<file path="src/rtl/sh7604_ibus_master.sv">
// SH7604 on-chip IBUS initiator: byte/word/long accesses, big-endian lanes, BUSY waits, ACT-based error.
// Define SH7604_IBUS_TIMEOUT_EN to abort a transaction after TO_LIMIT BUSY-extended LATCH edges.
module sh7604_ibus_master #(
  parameter int unsigned TO_LIMIT = 255
) (
  input  logic        CLK,
  input  logic        RST_N,
  input  logic        CE_R,
  input  logic        CE_F,
  input  logic [31:0] CPU_A,
  input  logic [31:0] CPU_DI,
  input  logic        CPU_WE,
  input  logic [1:0]  CPU_SZ,
  input  logic        CPU_REQ,
  output logic [31:0] CPU_DO,
  output logic        CPU_ACK,
  output logic        CPU_ERR,
  output logic [31:0] IBUS_A,
  output logic [31:0] IBUS_DO,
  output logic [3:0]  IBUS_BA,
  output logic        IBUS_WE,
  output logic        IBUS_REQ,
  input  logic [31:0] IBUS_DI,
  input  logic        IBUS_BUSY,
  input  logic        IBUS_ACT
);

  typedef enum logic [1:0] {S_IDLE, S_REQ, S_LATCH, S_DONE} state_e;

  state_e      state_q, state_d;
  logic [31:0] a_q, a_d, wdata_q, wdata_d, rdata_q, rdata_d;
  logic [3:0]  ba_q, ba_d;
  logic [1:0]  sz_q, sz_d;
  logic        we_q, we_d, err_q, err_d;
  logic        ce_f, misaligned, accept, busy_abort, ibus_req;

  // A coincident CE_R swallows CE_F.
  assign ce_f       = CE_F & ~CE_R;
  assign misaligned = ((CPU_SZ == 2'd1) & CPU_A[0]) | (CPU_SZ[1] & (|CPU_A[1:0]));
  assign accept     = (state_q == S_IDLE) & CE_R & CPU_REQ;

  function automatic logic [3:0] lane_ba(input logic [1:0] sz, input logic [1:0] off);
    case (sz)
      2'd0:    return 4'b1000 >> off;
      2'd1:    return off[1] ? 4'b0011 : 4'b1100;
      default: return 4'b1111;
    endcase
  endfunction

  function automatic logic [31:0] lane_wdata(input logic [1:0] sz, input logic [31:0] di);
    case (sz)
      2'd0:    return {4{di[7:0]}};
      2'd1:    return {2{di[15:0]}};
      default: return di;
    endcase
  endfunction

  function automatic logic [31:0] rd_extract(input logic [1:0] sz, input logic [1:0] off,
                                             input logic [31:0] di);
    case (sz)
      2'd0:    return {24'b0, 8'(di >> {~off, 3'b000})};
      2'd1:    return off[1] ? {16'b0, di[15:0]} : {16'b0, di[31:16]};
      default: return di;
    endcase
  endfunction

`ifdef SH7604_IBUS_TIMEOUT_EN
  localparam int unsigned CW = ($clog2(TO_LIMIT + 1) > 8) ? $clog2(TO_LIMIT + 1) : 8;
  logic [CW-1:0] cnt_q, cnt_d;

  assign busy_abort = IBUS_BUSY && ((32'(cnt_q) + 32'd1) >= TO_LIMIT);

  always_comb begin
    cnt_d = cnt_q;
    if (accept)
      cnt_d = '0;
    else if (state_q == S_LATCH && CE_R && IBUS_BUSY && !busy_abort)
      cnt_d = cnt_q + 1'b1;
  end

  always_ff @(posedge CLK or negedge RST_N)
    if (!RST_N) cnt_q <= '0;
    else        cnt_q <= cnt_d;
`else
  assign busy_abort = 1'b0;
`endif

  // NOTE: sequential state uses non-blocking assignments so every register samples pre-edge values.
  always_ff @(posedge CLK or negedge RST_N)
    if (!RST_N) state_q <= S_IDLE;
    else        state_q <= state_d;

  // NOTE: every combinational output gets a default first so no path can infer a latch.
  always_comb begin
    state_d = state_q;
    case (state_q)
      S_IDLE:  if (accept) state_d = misaligned ? S_DONE : S_REQ;
      S_REQ:   if (ce_f) state_d = S_LATCH;
      S_LATCH: if (CE_R) state_d = (IBUS_BUSY && !busy_abort) ? S_REQ : S_DONE;
      S_DONE:  if (CE_R) state_d = S_IDLE;
      default: state_d = S_IDLE;
    endcase
  end

  always_comb begin
    a_d     = a_q;
    wdata_d = wdata_q;
    ba_d    = ba_q;
    sz_d    = sz_q;
    we_d    = we_q;
    rdata_d = rdata_q;
    err_d   = err_q;
    if (accept) begin
      a_d     = CPU_A;
      wdata_d = lane_wdata(CPU_SZ, CPU_DI);
      ba_d    = lane_ba(CPU_SZ, CPU_A[1:0]);
      sz_d    = CPU_SZ;
      we_d    = CPU_WE;
      err_d   = misaligned;
    end else if (state_q == S_LATCH && CE_R && (!IBUS_BUSY || busy_abort)) begin
      // Timeout and unclaimed accesses both complete with zeroed read data.
      if (busy_abort || !IBUS_ACT) begin
        rdata_d = '0;
        err_d   = 1'b1;
      end else begin
        err_d = 1'b0;
        if (!we_q) rdata_d = rd_extract(sz_q, a_q[1:0], IBUS_DI);
      end
    end
  end

  always_ff @(posedge CLK or negedge RST_N)
    if (!RST_N) begin
      a_q     <= '0;
      wdata_q <= '0;
      ba_q    <= '0;
      sz_q    <= '0;
      we_q    <= 1'b0;
      rdata_q <= '0;
      err_q   <= 1'b0;
    end else begin
      a_q     <= a_d;
      wdata_q <= wdata_d;
      ba_q    <= ba_d;
      sz_q    <= sz_d;
      we_q    <= we_d;
      rdata_q <= rdata_d;
      err_q   <= err_d;
    end

  // IBUS outputs are gated by the transaction state so they read zero between requests.
  always_comb begin
    ibus_req = (state_q == S_REQ) || (state_q == S_LATCH);
    IBUS_REQ = ibus_req;
    IBUS_A   = ibus_req ? a_q     : '0;
    IBUS_DO  = ibus_req ? wdata_q : '0;
    IBUS_BA  = ibus_req ? ba_q    : '0;
    IBUS_WE  = ibus_req & we_q;
    CPU_ACK  = (state_q == S_DONE);
    CPU_ERR  = (state_q == S_DONE) & err_q;
    CPU_DO   = rdata_q;
  end

endmodule

</file>
<file path="config.mk">
export PLATFORM = sky130hd
export DESIGN_NAME = sh7604_ibus_master
export DESIGN_NICKNAME = d
export VERILOG_FILES = /design/src/rtl/sh7604_ibus_master.sv
export SDC_FILE = /design/constraint.sdc
export NUM_CORES = 1
export LEC_CHECK = 0
export BUFFER_PORTS_ARGS = -buffer_cell sky130_fd_sc_hd__clkbuf_2
export CAP_MARGIN = 20
export CORE_MARGIN = 10
export CORE_UTILIZATION = 44
export CTS_BUF_LIST = sky130_fd_sc_hd__clkbuf_8 sky130_fd_sc_hd__clkbuf_16
export DETAILED_ROUTE_END_ITERATION = 16
export PLACE_DENSITY = 0.73
export SYNTH_ARGS = -nofsm -noshare
export SYNTH_HDL_FRONTEND = slang
export SYNTH_SLANG_ARGS = --single-unit
export TNS_END_PERCENT = 50
</file>
<file path="constraint.sdc">
create_clock -name CLK -period 2.2 [get_ports CLK]
set_input_delay 0.22 -clock CLK [delete_from_list [all_inputs] [get_ports CLK]]
set_output_delay 0.22 -clock CLK [all_outputs]
set_load 0.01 [all_outputs]
</file>
* After elaboration in Yosys (flattened, before gate mapping)
Cells that the tools add are included.
** Operators by class
- Equal/unequal tests :: 10
- Shifts and indexed selects :: 2
- Multiplexer cells :: 20
- Bitwise gates (word level) :: 11
- Reductions and logical operators :: 11
** Operators by type and width (number)
- 32-bit 2-to-1 mux :: 4
- 32-bit case mux with 2 select lines :: 2
- 32-bit by 5-bit >> shifter with 8-bit output :: 1
- 16-bit 2-to-1 mux :: 1
- 2-bit 2-to-1 mux :: 6
- 2-bit != test (second input constant) :: 5
- 4-bit 2-to-1 mux :: 2
- 2-bit case mux with 4 select lines :: 1
- 4-bit case mux with 2 select lines :: 1
- 1-bit bitwise AND :: 7
- 2-bit by 1-bit == test with 1-bit output (second input constant) :: 3
- 2-bit zero test :: 3
- 2-bit == test (second input constant) :: 2
- 4-bit AND reduction :: 1
- 4-bit by 2-bit >> shifter with 4-bit output (first input constant) :: 1
- 1-bit 2-to-1 mux :: 3
- 3-bit AND reduction :: 1
- 1-bit logical AND :: 2
- 1-bit inverter :: 2
- 2-bit inverter :: 1
- 2-bit nonzero test :: 1
- 2-bit OR reduction :: 1
- 1-bit zero test :: 1
- 1-bit logical OR :: 1
- 1-bit OR :: 1
** Word-level totals
- Register bits :: 106
- Bits of input ports :: 106
- Output and inout bits :: 104
- Word-level logic and storage cells :: 62

* Depth between registers and ports, before layout
- Depth after elaboration :: 6
- Gate-level depth with buffers :: 8
- Mapped depth without buffers :: 6

* Least setup slack after synthesis
OpenSTA, ideal clock, no wires.
- Kind :: reg-to-output
- Start :: register state_q[0]
- End :: output port IBUS_BA[0]
- Arrival :: 1.446 ns
- Data required time :: 1.980 ns
- Setup slack :: 0.534 ns
- Stages on the path, launching flop included :: 6
- Buffers on the path :: 2
- Cells stage by stage :: dfrtp_1 > inv_1 > ha_1 > clkbuf_1 > clkbuf_1 > and2_1
** On the way
- Longest elaborated chain between the ends :: 3
- Elaborated cells between the ends (all ways) :: 4
- Classes of those cells :: eq/ne: 2; mux: 1; reduce/logical: 1
** Ends and longest elaborated chain
- start: declaration :: RTL line 30 : state_e state_q, state_d;
- start signal: assignment :: RTL line 91 : else state_q <= state_d;
- 2-bit by 1-bit == test with 1-bit output / 2-bit == test (equally long branches) :: RTL line 153 : ibus_req = (state_q == S_REQ) || (state_q == S_LATCH);
- 1-bit logical OR (*) :: RTL line 153
- named net IBUS_REQ :: RTL line 22 : output logic IBUS_REQ,
- 4-bit 2-to-1 mux (*) :: RTL line 157 : IBUS_BA = ibus_req ? ba_q : '0;
- end: declaration :: RTL line 20 : output logic [3:0] IBUS_BA,
Mark *: on every way through the listed nets, which the timed path passes. The rest lies on a longest branch.

* Final worst setup path
- Start :: register state_q[0]
- End :: output port IBUS_BA[3]
** On the way
- Longest elaborated chain between the ends :: 3
- Elaborated cells between the ends (all ways) :: 4
- Classes of those cells :: eq/ne: 2; mux: 1; reduce/logical: 1
** Ends and longest elaborated chain (RTL line)
- 2-bit by 1-bit == test with 1-bit output / 2-bit == test (equally long branches) :: 153
- 1-bit logical OR (*) :: 153
- 4-bit 2-to-1 mux (*) :: 157
Mark *: on every way between the ends. The rest lies on a longest branch, timed or not.

==> impl_metrics.csv <==
group,metric,value,unit
grt,grt_first_pass_wirelength,25800,um
yosys,synth_sequential_area_ratio,49.5,%
sta,setup_viol_count_final,0,
layout,finish.utilization,57.4,%
worst_hold_path,hold_path.startpoint,"IBUS_DI[16]",
sta,clock.fmax,0.504,GHz
layout,area_of_the_multi_input_gates,2480,sq um
place,port-buffer-count,209,
setup_path,cp.required,1.98,ns
setup_path,cp_data_arrival_time,1.76,ns
detailed_routing,detail_route.wirelength,16200,um
yosys,synth_most_common_cell,"dfrtp_1",
clock_network,clock_buffers_created_by_tritoncts,9,
yosys,synth_top_cell_area_share,49.5,%
detailed_routing,drt-initial-drc-count,241,
sta,final_period_minus_worst_setup_slack,1.98,ns
yosys,synth.area.top_cells,"dfrtp_1 50%, mux2_2 8.8%, and2_1 8.3%",
yosys,asyncSetResetFlopFracSynth,100,%
power,powerDensity,1460,nW/um^2
place,globalplace.congestion,0.833,
setup_path,worstReg2RegStart,"state_q[0]",
flow_run,drv.max_cap_violation_count,0,
setup_path,worst-path-max-fanout,53,
worst_hold_path,min_path_type,"in2reg",
setup_path,standard_cell_with_the_maximum_stage_delay_on_the_critical_path,"dfrtp_1",
setup_path,crit_type,"reg2out",
die,placementRows,40,
setup_path,critPathTopFamily,"buffers and inverters",
yosys,synth_area,5360,sq um
setup_path,cp-end-kind,"output port",
yosys,synthesis.instances,528,
clock_network,holdBufCountCts,1,
yosys,total_of_warnings_raised_by_yosys,0,
layout,syn_to_final_growth,28.3,%
grt,total_routing_resource_utilization_after_global_routing,19.4,%
yosys,ys_types,33,
sta,timing.final.max_slew_violations,0,
die,floorplan.io_pins,210,
sta,holdWs,0.0964,ns
sta,timing.final.crit_share,90.1,%
sta,worstMarginPinSlew,0.672,ns
sta,clock-skew-final,0.00584,ns
setup_path,timing.rr.end,"CPU_DO[1]",
yosys,synthesis.area_per_instance,10.1,sq um
yosys,synth-seq-cells,106,
setup_path,reg_to_reg_slack_setup,0.34,ns
sta,setup-tns-final,0,ns
detailed_routing,avgViaCountPerCell,5.24,
sta,relSlewSlack,55.2,%
clock_network,worst_setup_hold_path_clk_slew,0.07,ns
worst_hold_path,terminating_pin_of_the_worst_hold_path,"CPU_DO[16]",
detailed_routing,vias_after_detailed_routing,4601,
setup_path,worst_r2r_path_depth,6,
layout,layout.cell_area.non_filler,6870,sq um
yosys,synth_ff_type,"dfrtp_1",
clock_network,cts_root_buf,"clkbuf_16",
clock_network,cts_tree,"built",
yosys,synthSimpleGateAreaFrac,17.2,%
place,post_dp_cell_area,6540,sq um
layout,drive_gt1_share,39.5,%
yosys,postSynthNetCount,639,
grt,grt_overflow_total,0,
detailed_routing,drc,0,
clock_network,clock_tree_sinks,106,
die,die_w,130,um
detailed_routing,route.detailed.wl_per_inst,18.5,um
yosys,netlist_top_cells_count,"106 x dfrtp_1, 82 x nand2_1, 71 x and2_1",
grt,grt_max_degree,83,
sta,timing.final.hold_violations,0,
yosys,synth_adder_area_share,1.17,%
power,p_leak,3.54,nW
setup_path,critical_path.startpoint_type,"flip-flop",
yosys,synth-edff-count,0,
place,detailed_place_hpwl,12600,um
clock_network,ctsResizeCount,0,
clock_network,maximum_number_of_buffers_from_clock_root_to_sink,2,
detailed_routing,drtAntennaViolNets,0,
layout,sequential_cell_area,2650,sq um
die,dieArea,17000,sq um
grt,grt_pass1_vias,4950,
setup_path,worstSetupPathDepth,5,
grt,number_of_antenna_violations_at_the_first_check_in_global_routing,2,
power,maximum_ir_drop_on_the_vdd_rail,781,uV
die,area_of_the_core,12000,sq um
layout,final_net_count,836,
yosys,synth_compound_area_share,12.6,%
die,initial_utilization,44.8,%
layout,layout.filler_cells,1089,
detailed_routing,detailedRoute.firstPassIterationCount,5,
clock_network,cts_setup_buffers,0,
clock_network,cts.htree.levels,3,
yosys,synthXorXnorAreaFrac,0,%
worst_hold_path,hold_depth,3,
yosys,post_synth_mux_area_share,15.2,%
setup_path,crit_path_max_incr_delay,0.37,ns
die,dieHeight,130,um
setup_path,path_cells,"inv_1 -> ha_1 -> buf_12 -> and2_1 -> clkbuf_2",
setup_path,critical_path_buf_inv_count,3,
yosys,synth_area_leader_cell,"dfrtp_1",
yosys,dominant_combinational_cell_family_by_area_after_synthesis,"simple AND/OR/NAND/NOR gates",
sta,rsz0062_at_grt,"no",
clock_network,clkLatencyLatePin,0.35,ns
run_status,run_status,"finished clean",
-- cell type report --
type | instances | area share (%)
diodes | 1 | 0.0364
flip-flops and latches | 106 | 38.6
well taps | 147 | 2.68
repair buffers | 225 | 17.4
clock inverters | 4 | 0.710
inverters | 9 | 0.492
clock buffers | 12 | 3.88
multi-input cells | 374 | 36.2
-- cell usage in the layout, fill, tap and decap left out, types with 14 or more instances in the layout --
cell type  synthesis  final
a22o_1            14     14
dfrtp_1          106    106
and2_1            71     71
a21oi_1           14     14
o21ai_0           36     36
clkbuf_2           1    208
mux2i_1           34     34
o21ai_1           19     19
mux2_2            42     42
buf_4              3     14
nor2_1            16     16
nand2_1           82     82
-- per-stage QoR --
| step | cells | setup WS [ns] | power [W] |
|---|---|---|---|
| CTS | 877 | 0.221 | 0.0102 |
| floorplan | 528 | 0.534 | 0.00634 |
| global placement | 860 | 0.416 | 0.00831 |
| global route | 877 | 0.134 | 0.0109 |
| finish | 878 | 0.218 | 0.0101 |
| detailed placement | 860 | 0.360 | 0.00848 |
-- cell families (layout without fill, tap and decap cells) --
kind of cell / after synthesis / in the layout
multiplexers: 76 / 76
other: 0 / 1
flip-flops: 106 / 106
AND/OR/NAND/NOR: 183 / 183
buffers and inverters: 48 / 250
AO/OA/AOI/OAI: 110 / 110
adder cells (fa/ha/maj): 5 / 5
-- sequential cells by signal, indices dropped and copies added, names as in the netlist --
register,cells
we_q,1
a_q,32
wdata_q,32
sz_q,2
state_q,2
err_q,1
ba_q,4
CPU_DO,32
-- routing by layer --
layer | part of all wire, % | up-vias | global-route usage, % | routed length [um]
met5 | 0.080 | - | 0 | 13
met4 | 1.2 | 2 | 6.02 | 201
met3 | 11 | 17 | 8.76 | 1820
met2 | 48 | 173 | 32.1 | 7820
met1 | 39 | 2213 | 21.9 | 6400
li1 | - | 2196 | - | -
-- worst reg2reg max path, delay by kind of cell (launching register included) --
family / cells / cell delay, ns
compound gates: 2 / 0.58
flops: 1 / 0.40
buf+inv: 2 / 0.40
fa+ha+maj: 1 / 0.22
simple gates: 1 / 0.15
-- where the power goes --
part | switching, W | internal [W] | leakage (nW)
Clock | 0.000725 | 0.000975 | 0.159
Combinational | 0.00271 | 0.00225 | 2.05
Sequential | 0.000527 | 0.00287 | 1.33
-- worst max-delay path by stage --
stage                 endpoint        from  slack, ns
detailed placement   CPU_DO[0]  state_q[0]       0.36
floorplan           IBUS_BA[0]  state_q[0]       0.53
finish              IBUS_BA[3]  state_q[0]       0.22
global placement     CPU_DO[5]  state_q[0]       0.42
global route        IBUS_BA[1]  state_q[0]       0.13
CTS                 IBUS_BA[1]  state_q[0]       0.22
Power figures use the tool's default switching activity.
